**src/rtl/cpu_pkg.sv**
```systemverilog
// Shared CPU front-end definitions: fetch FSM encoding and fetch PC constants.
package cpu_pkg;

  typedef enum logic [1:0] {
    S_IDLE    = 2'd0,
    S_WAIT    = 2'd1,
    S_DISCARD = 2'd2
  } fetch_state_t;

  localparam logic [31:0] RESET_PC_DEFAULT = 32'h0000_0000;
  localparam int unsigned PC_INC = 4;

endpackage

```
**src/rtl/fetch_fifo.sv**
```systemverilog
// In-order prefetch queue of {pc, instr} pairs with flush and a registered head.
module fetch_fifo
  import cpu_pkg::*;
#(
  parameter int WIDTH = 64,
  parameter int DEPTH = 4
) (
  input  logic                     clk,
  input  logic                     rst,
  input  logic                     flush,
  input  logic                     push,
  input  logic                     pop,
  input  logic [WIDTH-1:0]         din,
  output logic [WIDTH-1:0]         head,
  output logic [$clog2(DEPTH):0]   count
);

  localparam int AW = $clog2(DEPTH);
  localparam int CW = AW + 1;

  logic [WIDTH-1:0] mem [DEPTH];
  logic [AW-1:0]    rd_ptr;
  logic [AW-1:0]    wr_ptr;
  logic [AW-1:0]    rd_nxt;
  logic [WIDTH-1:0] head_nxt;
  logic             pop_ok;

  assign pop_ok = pop && (count != '0);

  // Head is precomputed so the output stays a flop; a push that lands where the
  // read pointer will be next cycle bypasses the storage array.
  always_comb begin
    rd_nxt = rd_ptr + AW'(pop_ok);
    if (push && (wr_ptr == rd_nxt)) begin
      head_nxt = din;
    end else begin
      head_nxt = mem[rd_nxt];
    end
  end

  always_ff @(posedge clk or posedge rst) begin
    if (rst) begin
      rd_ptr <= '0;
      wr_ptr <= '0;
      count  <= '0;
      head   <= '0;
      for (int i = 0; i < DEPTH; i++) begin
        mem[i] <= '0;
      end
    end else if (flush) begin
      rd_ptr <= '0;
      wr_ptr <= '0;
      count  <= '0;
      head   <= '0;
    end else begin
      if (push) begin
        mem[wr_ptr] <= din;
        wr_ptr      <= wr_ptr + AW'(1);
      end
      if (pop_ok) begin
        rd_ptr <= rd_nxt;
      end
      head <= head_nxt;
      case ({push, pop_ok})
        2'b10:   count <= count + CW'(1);
        2'b01:   count <= count - CW'(1);
        default: count <= count;
      endcase
    end
  end

endmodule

```
**src/rtl/fetch_unit.sv**
```systemverilog
// Instruction fetch stage: single-outstanding memory requester feeding a prefetch queue.
// state     | meaning
// S_IDLE    | no request outstanding
// S_WAIT    | one request outstanding, response will be queued
// S_DISCARD | one request outstanding, response will be dropped
module fetch_unit
  import cpu_pkg::*;
#(
  parameter int                DWIDTH   = 32,
  parameter int                DEPTH    = 4,
  parameter logic [DWIDTH-1:0] RESET_PC = DWIDTH'(RESET_PC_DEFAULT)
) (
  input  logic              clk,
  input  logic              rst,
  output logic              imem_req,
  output logic [DWIDTH-1:0] imem_addr,
  input  logic              imem_ready,
  input  logic              imem_rvalid,
  input  logic [DWIDTH-1:0] imem_rdata,
  input  logic              redirect,
  input  logic [DWIDTH-1:0] redirect_pc,
  input  logic              stall,
  output logic              if_valid,
  output logic [DWIDTH-1:0] if_pc,
  output logic [DWIDTH-1:0] if_instr
);

  localparam int                CW       = $clog2(DEPTH) + 1;
  localparam logic [CW-1:0]     DEPTH_C  = CW'(DEPTH);
  localparam logic [CW-1:0]     DEPTH_M1 = CW'(DEPTH - 1);
  localparam logic [DWIDTH-1:0] INC      = DWIDTH'(PC_INC);

  fetch_state_t        state;
  fetch_state_t        state_nxt;
  logic [DWIDTH-1:0]   fetch_pc;
  logic [DWIDTH-1:0]   req_pc;
  logic [CW-1:0]       count;
  logic [2*DWIDTH-1:0] head;
  logic                accept;
  logic                push;
  logic                pop;

  // Space check uses registered count only; an issue from S_WAIT must also
  // leave room for the response being pushed this cycle.
  always_comb begin
    imem_req = 1'b0;
    case (state)
      S_IDLE:  imem_req = (count < DEPTH_C) && !redirect && !rst;
      S_WAIT:  imem_req = imem_rvalid && (count < DEPTH_M1) && !redirect && !rst;
      default: imem_req = 1'b0;
    endcase
  end

  assign accept = imem_req && imem_ready;
  assign push   = (state == S_WAIT) && imem_rvalid && !redirect;
  assign pop    = if_valid && !stall && !redirect;

  always_comb begin
    state_nxt = state;
    case (state)
      S_IDLE: begin
        if (accept) state_nxt = S_WAIT;
      end
      S_WAIT: begin
        if (redirect) begin
          state_nxt = imem_rvalid ? S_IDLE : S_DISCARD;
        end else if (imem_rvalid) begin
          state_nxt = accept ? S_WAIT : S_IDLE;
        end
      end
      S_DISCARD: begin
        if (imem_rvalid) state_nxt = S_IDLE;
      end
      default: state_nxt = S_IDLE;
    endcase
  end

  always_ff @(posedge clk or posedge rst) begin
    if (rst) begin
      state    <= S_IDLE;
      fetch_pc <= RESET_PC;
      req_pc   <= '0;
    end else begin
      state <= state_nxt;
      if (redirect) begin
        fetch_pc <= redirect_pc;
      end else if (accept) begin
        fetch_pc <= fetch_pc + INC;
      end
      if (accept) begin
        req_pc <= fetch_pc;
      end
    end
  end

  fetch_fifo #(
    .WIDTH (2 * DWIDTH),
    .DEPTH (DEPTH)
  ) u_fifo (
    .clk   (clk),
    .rst   (rst),
    .flush (redirect),
    .push  (push),
    .pop   (pop),
    .din   ({req_pc, imem_rdata}),
    .head  (head),
    .count (count)
  );

  assign imem_addr = fetch_pc;
  assign if_valid  = (count != '0);
  assign if_pc     = head[2*DWIDTH-1:DWIDTH];
  assign if_instr  = head[DWIDTH-1:0];

endmodule

```
**config.mk**
```make
export PLATFORM = sky130hd
export DESIGN_NAME = fetch_unit
export DESIGN_NICKNAME = d
export VERILOG_FILES = /design/src/rtl/cpu_pkg.sv /design/src/rtl/fetch_fifo.sv /design/src/rtl/fetch_unit.sv
export SDC_FILE = /design/constraint.sdc
export NUM_CORES = 1
export LEC_CHECK = 0
export CELL_PAD_IN_SITES_DETAIL_PLACEMENT = 0
export CELL_PAD_IN_SITES_GLOBAL_PLACEMENT = 1
export CORE_ASPECT_RATIO = 1.2
export CORE_MARGIN = 4
export CORE_UTILIZATION = 49
export CTS_CLUSTER_SIZE = 24
export DETAILED_ROUTE_END_ITERATION = 10
export PLACE_DENSITY = 0.8
export SYNTH_ARGS = -nofsm -noshare
export SYNTH_HDL_FRONTEND = slang
export SYNTH_SLANG_ARGS = --single-unit
```
**constraint.sdc**
```tcl
create_clock -name clk -period 29.9 [get_ports clk]
set_clock_uncertainty 0.05 [all_clocks]
set_input_delay 7.475 -clock clk [delete_from_list [all_inputs] [get_ports clk]]
set_output_delay 7.475 -clock clk [all_outputs]
set_load 0.005 [all_outputs]
```
==> flow_metrics.py <==
metrics = {
    "outcome": {
        "status": "finished, final reports clean",
    },
    "job": {
        "cap_violations": 0,
    },
    "floorplan": {
        "start_util_pct": 49.9,
        "die_x_um": 178,
        "rows": 74,
        "ioPinCount": 168,
        "core_mm2": 0.0343,
        "fp.dieArea_mm2": 0.0379,
        "die_height_um": 213,
    },
    "power": {
        "p_int_w": 0.00109,
        "pwr-share-clk_pct": 31.3,
        "power_density_mw_per_mm2": 73.1,
        "seqPwrFrac_pct": 47.4,
        "p_sw_w": 0.000398,
        "p_leak_nw": 9.52,
        "ir_worst_vdd_uv": 35.9,
        "p_sw_share_pct": 26.8,
        "p_comb_share_pct": 21.2,
    },
    "synth": {
        "avgSynthCellArea_um2": 13.1,
        "synth_area_mm2": 0.0171,
        "synth_ff_type": "dfrtp_1",
        "yosysMostFrequentCell": "dfrtp_1",
        "synth.area.top_cells": "dfrtp_1 58%, mux2_2 15%, mux4_2 8.4%",
        "ys_seq_area_share_pct": 57.6,
        "synth_enable_flop_cells": 0,
        "synth-seq-cells": 393,
        "synth_largest_area_cell": "dfrtp_1",
        "netlist_top_cells_count": "393 x dfrtp_1, 263 x nand2_1, 231 x mux2_2",
        "ys_types": 50,
        "synthesis.nets": 1381,
        "synth_top_cell_area_share_pct": 57.6,
        "synth-warning-count": 0,
        "postSynth.asyncResetShare_pct": 100,
        "postSynthCellCount": 1304,
    },
    "grt": {
        "antenna_found_initial": 0,
        "grt_pass1_wl_um": 61700,
        "grt_max_degree": 190,
        "grt_usage_pct": 20.5,
        "grt_pass1_vias": 11390,
        "grt_overflow": 0,
    },
    "sta": {
        "timing.fmax_mhz": 60.0,
        "setup_viol": 0,
        "max_slew.worst_pin.slew_ns": 1.04,
        "finalHoldViolations": 0,
        "slew_headroom_pct": 30.7,
        "finalCritPeriodShare_pct": 55.8,
        "holdWs_ns": 0.433,
        "period_minus_slack_ns": 16.67,
        "tns_ns": 0,
        "grt_setup_unrepaired": "no",
        "maxSlewViolCount": 0,
    },
    "cts": {
        "cts_max_level": 2,
        "cts_tree": "built",
        "cts_buffers": 40,
        "insertion_delay_ns": 0.53,
        "cts_resized": 0,
        "postCtsSetupBuffers": 0,
        "clock-sinks": 393,
        "cts-root-buf": "clkbuf_16",
        "cts_max_path_buffers": 3,
        "postCtsHoldBufs": 0,
        "clk_pin_slew_ns": 0.05,
    },
    "routing": {
        "finalWirelength_um": 38400,
        "detail_route.wl_per_cell_um": 19.9,
        "drtIter0Drc": 630,
        "num_vias": 10799,
        "via_per_inst": 5.60,
        "ant_nets": 0,
        "dr.pass1.iters": 5,
        "drc": 0,
    },
    "setup_path": {
        "worstPathMaxFanout": 3,
        "critical_path_class": "input pin to primary output",
        "cp-start-kind": "input pin",
        "critPathArrivalTime_ns": 9.15,
        "cp.required_ns": 22.38,
        "rrSetupSlack_ns": 26.18,
        "critPathCaptureType": "primary output",
    },
    "final_layout": {
        "fin_nets": 1525,
        "antenna_cells": 0,
        "syn2layout_area_growth_pct": 19.1,
        "finalNonFillerCells": 1929,
        "drive_above_1_share_pct": 25.8,
    },
    "place": {
        "hpwl_um": 22000,
        "io_buffers": 167,
        "dp.cells": 1862,
        "gp_congestion": 0.759,
    },
    "hold_path": {
        "hold_path.class": "flip-flop to flip-flop",
    },
}
-- worst max-delay path, stage by stage --
cell and delay [ns]:
clkdlybuf4s50_1 0.59, nor4_2 0.34, o21a_1 0.22, clkdlybuf4s50_1 0.52
-- state kept, by name, summed over array words and instances (netlist names) --
register	cells
u_fifo.head	64
u_fifo.mem	256
req_pc	32
u_fifo.count	3
u_fifo.rd_ptr	2
state	2
imem_addr	32
u_fifo.wr_ptr	2
-- through the flow --
stage	power [W]	cell area (um2)	utilization, %	setup WS, ns
after floorplan	0.000898	17100	-	11.45
after global placement	0.00102	19100	55.9	13.21
after detailed placement	0.00103	19100	55.9	13.25
after CTS	0.00150	20300	59.3	13.21
after global routing	0.00157	20300	59.3	13.10
final	0.00149	20300	59.3	13.23
-- power by group through the flow --
stage | Clock, W | Combinational, W | Sequential (W)
after floorplan | 0 | 0.000203 | 0.000694
after global placement | 0 | 0.000314 | 0.000709
after detailed placement | 0 | 0.000320 | 0.000714
after CTS | 0.000475 | 0.000322 | 0.000705
after global routing | 0.000497 | 0.000349 | 0.000719
final | 0.000466 | 0.000315 | 0.000705
-- area by class of cell --
| type | count | area, um2 |
|---|---|---|
| fill | 2786 | 13900 |
| clock buffer | 59 | 1150 |
| inverter | 9 | 41.3 |
| timing repair buffer | 180 | 1780 |
| tap | 456 | 571 |
| multi-input combinational | 824 | 6910 |
| clock inverter | 8 | 43.8 |
| sequential | 393 | 9830 |
-- placed cells by master (no fill, tap or decap), types with 4 or more instances in the layout --
cell,instances
o21ai_0,23
nand2_1,261
o211ai_1,5
mux2_2,231
ha_1,5
o311ai_0,8
clkbuf_8,6
nand2_4,4
mux4_2,64
clkbuf_16,41
nor3_1,6
buf_4,13
xnor2_1,7
xor2_1,10
inv_1,8
nand3_1,19
clkbuf_1,12
clkdlybuf4s50_1,166
dfrtp_1,393
nand4_1,12
clkinv_2,7
mux2_1,27
mux2i_1,4
nor2_1,20
a21oi_1,73
-- layer usage --
metal,GRT usage (%),up-vias,wire length (um)
met3,3.82,54,1860
met5,0,-,0
met2,34.3,258,18900
met4,5.35,0,764
li1,-,4915,-
met1,27.9,5572,16900
-- logic make-up after synthesis --
group,count (synthesis),synth area share [%]
XOR/XNOR,18,0.923
AO/OA/AOI/OAI,126,4.26
adder cells (fa/ha/maj),7,0.557
AND/OR/NAND/NOR,347,8.68
multiplexers,326,25.7
flip-flops,393,57.6
buffers and inverters,87,2.30
-- final timing paths --
path,startpoint,end,cells after the start
setup / recovery,rst,imem_req,4
hold / removal,u_fifo.mem[131]$_DFFE_PP0P_,u_fifo.mem[131]$_DFFE_PP0P_,1
setup reg to reg,u_fifo.count[2]$_DFFE_PP0P_,u_fifo.head[42]$_DFF_PP0_,8
hold reg to reg,u_fifo.mem[131]$_DFFE_PP0P_,u_fifo.mem[131]$_DFFE_PP0P_,1
max in group asynchronous,rst,u_fifo.mem[221]$_DFFE_PP0P_,4
min in group asynchronous,rst,req_pc[29]$_DFFE_PP0P_,2
Note: power is estimated with default switching activity, not from simulation.
